### src/rtl/ps2_key_event_decoder.sv
// PS/2 key event decoder: turns the scan-code byte stream into make/break
// events, tracks modifier and CapsLock state, maps keys to ASCII and queues
// events in a show-ahead ready/valid FIFO.
// Ports:
//   clk, rst (async, active-low)
//   rx_data/rx_valid        : byte stream from the PS/2 receiver
//   evt_ready               : consumer pops the head event
//   clr_overflow            : clears the sticky overflow flag
//   evt_valid/code/ext/break/ascii : head event of the FIFO (0 when empty)
//   shift/ctrl/alt_flag, caps_lock : modifier state
//   press_cnt               : accepted make events, wrapping
//   fifo_count, overflow    : FIFO occupancy and sticky drop flag
module ps2_key_event_decoder #(
  parameter int unsigned FIFO_DEPTH       = 8,
  parameter int unsigned CNT_W            = 8,
  parameter int unsigned TYPEMATIC_FILTER = 1
) (
  input  logic                        clk,
  input  logic                        rst,
  input  logic [7:0]                  rx_data,
  input  logic                        rx_valid,
  input  logic                        evt_ready,
  input  logic                        clr_overflow,
  output logic                        evt_valid,
  output logic [7:0]                  evt_code,
  output logic                        evt_ext,
  output logic                        evt_break,
  output logic [7:0]                  evt_ascii,
  output logic                        shift_flag,
  output logic                        ctrl_flag,
  output logic                        alt_flag,
  output logic                        caps_lock,
  output logic [CNT_W-1:0]            press_cnt,
  output logic [$clog2(FIFO_DEPTH):0] fifo_count,
  output logic                        overflow
);

  localparam int unsigned PTR_W = $clog2(FIFO_DEPTH);
  localparam int unsigned OCC_W = PTR_W + 1;

  typedef struct packed {
    logic [7:0] code;
    logic       ext;
    logic       brk;
    logic [7:0] ascii;
  } evt_t;

  typedef enum logic [1:0] {S_IDLE, S_EXT, S_BRK, S_EXT_BRK} state_t;

  state_t             r_state, w_state_nxt;
  logic               w_gen, w_ext, w_brk;
  logic               w_is_resp, w_is_pfx;
  logic [8:0]         w_key;
  logic               w_repeat, w_accept, w_last_hit;
  logic               r_lshift, r_rshift, r_lctrl, r_rctrl, r_lalt, r_ralt, r_caps;
  logic               w_lshift, w_rshift, w_lctrl, w_rctrl, w_lalt, w_ralt, w_caps;
  logic [8:0]         r_last_key;
  logic               r_last_vld;
  logic [CNT_W-1:0]   r_press_cnt;
  evt_t               r_mem [FIFO_DEPTH];
  evt_t               w_evt, w_head;
  logic [PTR_W-1:0]   r_wr_ptr, r_rd_ptr;
  logic [OCC_W-1:0]   r_count;
  logic               r_ovf;
  logic               w_full, w_pop, w_push, w_ovf_set;

  // Scan code to ASCII; upper selects capital letters, shift selects digit symbols
  function automatic logic [7:0] f_ascii(input logic [7:0] code, input logic upper,
                                         input logic shift);
    logic [7:0] l;
    logic [7:0] a;
    l = 8'h00;
    a = 8'h00;
    case (code)
      8'h1C: l = 8'h61;  8'h32: l = 8'h62;  8'h21: l = 8'h63;  8'h23: l = 8'h64;
      8'h24: l = 8'h65;  8'h2B: l = 8'h66;  8'h34: l = 8'h67;  8'h33: l = 8'h68;
      8'h43: l = 8'h69;  8'h3B: l = 8'h6A;  8'h42: l = 8'h6B;  8'h4B: l = 8'h6C;
      8'h3A: l = 8'h6D;  8'h31: l = 8'h6E;  8'h44: l = 8'h6F;  8'h4D: l = 8'h70;
      8'h15: l = 8'h71;  8'h2D: l = 8'h72;  8'h1B: l = 8'h73;  8'h2C: l = 8'h74;
      8'h3C: l = 8'h75;  8'h2A: l = 8'h76;  8'h1D: l = 8'h77;  8'h22: l = 8'h78;
      8'h35: l = 8'h79;  8'h1A: l = 8'h7A;
      8'h16: a = shift ? 8'h21 : 8'h31;
      8'h1E: a = shift ? 8'h40 : 8'h32;
      8'h26: a = shift ? 8'h23 : 8'h33;
      8'h25: a = shift ? 8'h24 : 8'h34;
      8'h2E: a = shift ? 8'h25 : 8'h35;
      8'h36: a = shift ? 8'h5E : 8'h36;
      8'h3D: a = shift ? 8'h26 : 8'h37;
      8'h3E: a = shift ? 8'h2A : 8'h38;
      8'h46: a = shift ? 8'h28 : 8'h39;
      8'h45: a = shift ? 8'h29 : 8'h30;
      8'h29: a = 8'h20;
      8'h5A: a = 8'h0D;
      8'h66: a = 8'h08;
      default: a = 8'h00;
    endcase
    if (l != 8'h00) a = upper ? (l - 8'h20) : l;
    return a;
  endfunction

  assign w_is_pfx  = (rx_data == 8'hE0) || (rx_data == 8'hF0);
  assign w_is_resp = (rx_data inside {8'hAA, 8'hFA, 8'hEE, 8'hFE, 8'h00, 8'hFF});

  // Prefix state register
  always_ff @(posedge clk or negedge rst) begin
    if (!rst) r_state <= S_IDLE;
    else      r_state <= w_state_nxt;
  end

  // Prefix decoding and event generation
  always_comb begin
    w_state_nxt = r_state;
    w_gen       = 1'b0;
    w_ext       = 1'b0;
    w_brk       = 1'b0;
    if (rx_valid) begin
      case (r_state)
        S_IDLE: begin
          if (rx_data == 8'hE0)      w_state_nxt = S_EXT;
          else if (rx_data == 8'hF0) w_state_nxt = S_BRK;
          else if (!w_is_resp)       w_gen = 1'b1;
        end
        S_EXT: begin
          if (rx_data == 8'hF0) w_state_nxt = S_EXT_BRK;
          else if (rx_data != 8'hE0) begin
            w_gen       = 1'b1;
            w_ext       = 1'b1;
            w_state_nxt = S_IDLE;
          end
        end
        S_BRK: begin
          if (!w_is_pfx) begin
            w_gen       = 1'b1;
            w_brk       = 1'b1;
            w_state_nxt = S_IDLE;
          end
        end
        S_EXT_BRK: begin
          if (!w_is_pfx) begin
            w_gen       = 1'b1;
            w_ext       = 1'b1;
            w_brk       = 1'b1;
            w_state_nxt = S_IDLE;
          end
        end
        default: w_state_nxt = S_IDLE;
      endcase
    end
  end

  assign w_key      = {w_ext, rx_data};
  assign w_last_hit = r_last_vld && (r_last_key == w_key);
  assign w_repeat   = (TYPEMATIC_FILTER != 0) && w_gen && !w_brk && w_last_hit;
  assign w_accept   = w_gen && !w_repeat;

  // Next modifier state; ASCII must see the state after this event's update
  always_comb begin
    w_lshift = r_lshift;
    w_rshift = r_rshift;
    w_lctrl  = r_lctrl;
    w_rctrl  = r_rctrl;
    w_lalt   = r_lalt;
    w_ralt   = r_ralt;
    w_caps   = r_caps;
    if (w_accept) begin
      case (rx_data)
        8'h12: w_lshift = !w_brk;
        8'h59: w_rshift = !w_brk;
        8'h14: if (w_ext) w_rctrl = !w_brk; else w_lctrl = !w_brk;
        8'h11: if (w_ext) w_ralt = !w_brk; else w_lalt = !w_brk;
        8'h58: if (!w_ext && !w_brk) w_caps = !r_caps;
        default: ;
      endcase
    end
  end

  always_comb begin
    w_evt.code  = rx_data;
    w_evt.ext   = w_ext;
    w_evt.brk   = w_brk;
    w_evt.ascii = w_ext ? 8'h00
                        : f_ascii(rx_data, (w_lshift | w_rshift) ^ w_caps, w_lshift | w_rshift);
  end

  assign w_full    = (r_count == OCC_W'(FIFO_DEPTH));
  assign w_pop     = evt_valid && evt_ready;
  assign w_push    = w_accept && (!w_full || w_pop);
  assign w_ovf_set = w_accept && w_full && !w_pop;

  // Modifiers, typematic memory, press counter and FIFO control
  always_ff @(posedge clk or negedge rst) begin
    if (!rst) begin
      {r_lshift, r_rshift, r_lctrl, r_rctrl, r_lalt, r_ralt, r_caps} <= '0;
      r_last_key  <= '0;
      r_last_vld  <= 1'b0;
      r_press_cnt <= '0;
      r_wr_ptr    <= '0;
      r_rd_ptr    <= '0;
      r_count     <= '0;
      r_ovf       <= 1'b0;
    end else begin
      {r_lshift, r_rshift, r_lctrl, r_rctrl, r_lalt, r_ralt, r_caps} <=
        {w_lshift, w_rshift, w_lctrl, w_rctrl, w_lalt, w_ralt, w_caps};
      if (w_accept && !w_brk) begin
        r_last_key  <= w_key;
        r_last_vld  <= 1'b1;
        r_press_cnt <= r_press_cnt + CNT_W'(1);
      end else if (w_gen && w_brk && w_last_hit) begin
        r_last_vld <= 1'b0;
      end
      if (w_push) r_wr_ptr <= r_wr_ptr + PTR_W'(1);
      if (w_pop)  r_rd_ptr <= r_rd_ptr + PTR_W'(1);
      case ({w_push, w_pop})
        2'b10:   r_count <= r_count + OCC_W'(1);
        2'b01:   r_count <= r_count - OCC_W'(1);
        default: ;
      endcase
      if (w_ovf_set)         r_ovf <= 1'b1;
      else if (clr_overflow) r_ovf <= 1'b0;
    end
  end

  // Event storage; contents are don't-care while the slot is unoccupied
  always_ff @(posedge clk) begin
    if (w_push) r_mem[r_wr_ptr] <= w_evt;
  end

  assign w_head     = r_mem[r_rd_ptr];
  assign evt_valid  = (r_count != '0);
  assign evt_code   = evt_valid ? w_head.code  : 8'h00;
  assign evt_ext    = evt_valid ? w_head.ext   : 1'b0;
  assign evt_break  = evt_valid ? w_head.brk   : 1'b0;
  assign evt_ascii  = evt_valid ? w_head.ascii : 8'h00;
  assign shift_flag = r_lshift | r_rshift;
  assign ctrl_flag  = r_lctrl | r_rctrl;
  assign alt_flag   = r_lalt | r_ralt;
  assign caps_lock  = r_caps;
  assign press_cnt  = r_press_cnt;
  assign fifo_count = r_count;
  assign overflow   = r_ovf;

endmodule
### config.mk
export PLATFORM = sky130hd
export DESIGN_NAME = ps2_key_event_decoder
export DESIGN_NICKNAME = d
export VERILOG_FILES = /design/src/rtl/ps2_key_event_decoder.sv
export SDC_FILE = /design/constraint.sdc
export NUM_CORES = 1
export LEC_CHECK = 0
export ABC_AREA = 0
export CORE_AREA = 2 2 134 136
export CTS_BUF_LIST = sky130_fd_sc_hd__clkbuf_8
export DETAILED_ROUTE_END_ITERATION = 16
export DIE_AREA = 0 0 136 138
export GPL_TIMING_DRIVEN = 0
export PLACE_DENSITY = 0.68
export SYNTH_ARGS = -nofsm -noshare
export SYNTH_HDL_FRONTEND = slang
export SYNTH_SLANG_ARGS = --single-unit
### constraint.sdc
create_clock -name clk -period 5.8 [get_ports clk]
set_input_delay 1.16 -clock clk [delete_from_list [all_inputs] [get_ports clk]]
set_output_delay 1.16 -clock clk [all_outputs]
set_load 0.02 [all_outputs]
# After elaboration in Yosys (flattened, before gate mapping)
# Memories as Yosys holds them, arrays and structs flattened.
# Index checks and enable logic that the tools add are counted.
# totals
ff_bits	38
in_bits	13
ram_bits	144
out_inout_bits	36
memories	1
wordCells	175
# memory_table
name	words	word_bits	read_ports	rd_ports_with_merged_regs	wr	line_no	source
r_mem	8	18	1	0	1	60	evt_t r_mem [FIFO_DEPTH];
# classes
n_bitwise	6
eq_ne	62
n_reduce_logical	34
addsub	6
mux	51
# ops
operator	n
equality test 8 x 6 -> 1 bit (second input constant)	23
one-hot mux 7 bit (26 select lines)	1
one-hot mux 7 bit (13 select lines)	1
equality test 8 x 7 -> 1 bit (second input constant)	11
equality test 8 x 5 -> 1 bit (second input constant)	10
equality test 8 bit (second input constant)	7
2-to-1 mux 5 bit	8
2-to-1 mux 8 bit	5
2-to-1 mux 1 bit	25
2-to-1 mux 7 bit	2
logical AND 1 bit	12
AND reduction 3 bit	4
2-to-1 mux 2 bit	5
equality test 9 bit	1
adder 8 x 1 -> 8 bit (second input constant)	1
logical NOT 8 bit	1
inequality test 8 bit (second input constant)	1
one-hot mux 4 bit (2 select lines)	1
nonzero test 8 bit	1
subtractor 8 x 6 -> 8 bit (second input constant)	1
adder 3 x 1 -> 3 bit (second input constant)	2
equality test 2 bit (second input constant)	3
logical NOT 1 bit	6
inequality test 3 bit (second input constant)	2
other kinds (18)	25

# Logic depth before layout (Yosys ltp)
# depth
ltp_word	17
ltp_mapped	16
mapped_depth_nobuf	13

# Least setup slack after synthesis
# Ideal clock, no wire load.
# synth_path
path_kind	input to register
from	in rx_data[2]
to	mem r_mem[4][0] (netlist name) (enable)
setup_ns	0.439
path_buffers	2
path_slack_ns	0.970
required_time_ns	5.361
stages	8
arrival_time_ns	4.391
cell_sequence	clkbuf_1 > nor2b_1 > nand4b_1 > a31o_1 > a21oi_2 > nor3b_1 > clkbuf_1 > nor4bb_1
# synth_between
elab_chain_cells	14
elab_cells_between_ends	33
cone_classes	eq/ne: 9; mux: 14; reduce/logical: 10
# synth_lines
element	line_no	source
start: declaration	20	input logic [7:0] rx_data,
equality test 8 bit / logical NOT 8 bit (equally long branches)	102	assign w_is_resp = (rx_data inside {8'hAA, 8'hFA, 8'hEE, 8'hFE, 8'h00, 8'hFF});
nonzero test 6 bit	102	
2-to-1 mux 1 bit	121	else if (!w_is_resp) w_gen = 1'b1;
2-to-1 mux 1 bit	120	else if (rx_data == 8'hF0) w_state_nxt = S_BRK;
2-to-1 mux 1 bit	119	if (rx_data == 8'hE0) w_state_nxt = S_EXT;
one-hot mux 1 bit (3 select lines)	117	case (r_state)
2-to-1 mux 1 bit	116	if (rx_valid) begin
logical AND 1 bit (2 in a row)	153	assign w_repeat = (TYPEMATIC_FILTER != 0) && w_gen && !w_brk && w_last_hit;
logical NOT 1 bit	154	assign w_accept = w_gen && !w_repeat;
logical AND 1 bit (*)	154	
logical AND 1 bit (*)	187	assign w_push = w_accept && (!w_full || w_pop);
2-to-1 mux 1 bit (*)	225	if (w_push) r_mem[r_wr_ptr] <= w_evt;
2-to-1 mux 1 bit (not written as such) (*)	225	
end: declaration	60	
# Every way passes the cells marked *; elsewhere a longest branch is shown, timed or not.

==> impl_results.md <==
- Status: completed
- Flops & latches, synth: ~180
- Commonest non-fill, non-tap cells in the layout: 144 x edfxtp_1, 46 x clkdlybuf4s50_1, 40 x nor2_1, 38 x dfrtp_1, 36 x mux4_2
- Number of iterations in the first detailed-routing pass: 5
- Yosys cell types: 74
- CP cell instances: clkdlybuf4s50_1 > clkbuf_1 > clkbuf_1 > nor3b_1 > o211ai_1 > o32a_1 > and3b_1 > nand3_1 > inv_1 > ha_1 > o31ai_1
- Placement row count: 49
- # hold bufs at CTS: 0
- Fmax: ~190 MHz
- Leakage: between 3 and 4 nW
- Via count: 5373
- Most common cell after layout, fill and taps aside: edfxtp_1
- Antenna violations before repair: 0
- Netlist Area Pre-Place: between 8000 and 9000 µm²
- Synth warn: 0
- Worst-case vdd ir drop: around 0.00026 V
- Port Buf Inserts: 47
- Io pins: 49
- Area grow syn2layout: 14.4%
- Final hold vios: 0
- Routed length per instance: approximately 22 µm
- WP data required: approximately 6000 ps
- Crit end category: flip-flop
- Die area: ~19000 µm²
- Largest net degree at the start of global routing: 39
- Cells after Synth: just under 600
- Sequential area share after synthesis: 0.616
- Core ar.: 17500 µm²
- Critical Path Fanout Max: 10
- CTS tree: built
- Commonest register cell after synthesis: edfxtp_1
- CTS Root Cell: clkbuf_8
- Critical-path top delay cell: o31ai_1
- Nets@finish: slightly below 700
- Post-synth EDFFs: 144
- Pwr dens: ~440 nW/µm²
- Clock slew at reported path FFs: approximately 100 ps
- First-pass GRT wire length: between 30 and 40 mm
- Class of the worst hold path: reg2reg
- Drt via density: around 6.0
- Design Power: around 4.3 mW
- Post-synth ARST share: 0.209
- Final worst-path cycle share: 0.916
- Overall routed net length: slightly below 20 mm
- Num CTS Buffers: 17
- Slowest stage delay, CP: 870 ps
- WP data arrival: 5430 ps
- H-Tree Depth: 4
- Unrepaired setup endpoints after global routing: false
- Routability Congestion: approximately 0.95
- Routed Antenna Nets: 0
- # fillers: approximately 1400
- Crit path time final: about 5300 ps
- Cell mode on critical path: clkbuf_1
- Clock latency on the worst-skew pair: about 470 ps
- DRT iter0 DRCs: ~540
- Die height: around 140 µm
- Synthesized netlist net count: a little over 600
- Resized Gates After CTS: 0
- Synthesized area per cell: 14.7 µm²
- Setup violators final: 0
- Max-cap violation count: 0
- Setup TNS: 0 ps
- Die span in x: 136 µm
- DRC Markers: 0
- Routing usage on met2: 0.365
- CP Launch Type: primary input
- GRT Overall Usage: 0.223
- Post-CTS setup repair buffer count: 0
- Slew at the pin closest to its max-slew limit: about 1100 ps
- Detail Placement HPWL: 13.3 mm
- Number of global-route vias before repair: between 5000 and 6000
- Global routing's busiest layer: met2
- Diodes inserted: 0
- Global route overflow: 0
- Max Root-Sink Buffers: 2
- Global-route met3 utilization: 0.0469
- Layout cells sized above 1: 0.153
- Clock tree sinks: 182
- Clock Skew: 17.5 ps
- Setup CP Type: in2reg
- Slew Limit Fails: 0
- Slew margin rel.: 0.239
- GR Util met1: 0.305
- Starting Density: 0.488
==> registers in the layout (all words and copies together) (netlist names) <==
register	cells
r_lalt	1
caps_lock	1
r_wr_ptr	3
r_state	2
overflow	1
r_lshift	1
r_mem	144
fifo_count	4
r_ralt	1
r_rctrl	1
r_last_key	9
r_rshift	1
r_lctrl	1
r_last_vld	1
press_cnt	8
r_rd_ptr	3
==> synthesized netlist by cell type (9+ instances only) <==
cell	number	area share
a21oi_1	9	0.0053
clkbuf_1	33	0.014
dfrtp_1	38	0.11
edfxtp_1	144	0.50
inv_1	15	0.0066
mux2_2	16	0.021
mux2i_1	23	0.027
mux4_2	36	0.095
nand2_1	23	0.010
nand3_1	15	0.0088
nor2_1	40	0.018
o21ai_0	11	0.0064
xnor2_1	20	0.020
xor2_1	11	0.011
==> cells by family after synthesis <==
kind of cell / share of synthesized area
flops: 0.616
mux: 0.143
compound gates: 0.0600
simple gates: 0.110
fa+ha+maj: 0.0140
xor+xnor: 0.0317
buf+inv: 0.0254
==> worst max-delay path, delay by kind of cell <==
| kind | cells | cell delay, ps |
|---|---|---|
| buffers and inverters | 4 | 1820 |
| AO/OA/AOI/OAI | 3 | 1260 |
| AND/OR/NAND/NOR | 3 | 950 |
| adder cells (fa/ha/maj) | 1 | 210 |
==> through the flow <==
step	utilization	setup slack, ps	instances	hold slack [ps]	area [µm²]
final	0.559	488	894	488	9800
after global routing	0.559	237	894	520	9800
after CTS	0.559	608	894	493	9800
after detailed placement	0.534	240	862	472	9370
after global placement	0.532	-1970	860	466	9320
after floorplan	-	970	584	472	8560
==> final timing paths <==
kind | start | end | slack (ps) | depth (start not counted)
worst max register to register | r_last_key[5] | r_mem[6][6] | 2170 | 8
min in group asynchronous | rst | press_cnt[6] | 800 | 1
max in group asynchronous | rst | r_rd_ptr[1] | 4440 | 1
worst min-delay path | press_cnt[7] | press_cnt[7] | 490 | 1
worst max-delay path | rx_data[5] | r_mem[6][6] | 490 | 11
worst min register to register | press_cnt[7] | press_cnt[7] | 490 | 1
==> area by class of cell <==
type,instances,area [µm²],share of cell area
clock buffer,17,234,0.0239
tap,229,287,0.0292
buffer,39,161,0.0165
clock inverter,15,195,0.0199
inverter,15,56.3,0.00575
multi-input combinational,348,3100,0.317
sequential,182,5280,0.538
timing repair buffer,49,488,0.0498
==> routing by layer <==
layer | wire (µm) | up-vias
met1 | 8550 | 2743
met2 | 9960 | 183
met4 | 244 | 0
met3 | 1040 | 26
li1 | - | 2421
met5 | 0 | -
==> where the power goes <==
| group | total [mW] | switching [mW] | leakage [nW] | internal, mW |
|---|---|---|---|---|
| sequential | 1.76 | 0.121 | 1.79 | 1.64 |
| combinational | 1.63 | 0.860 | 1.40 | 0.770 |
| clock | 0.907 | 0.470 | 0.210 | 0.437 |
Note: power is estimated with default switching activity, not from simulation.
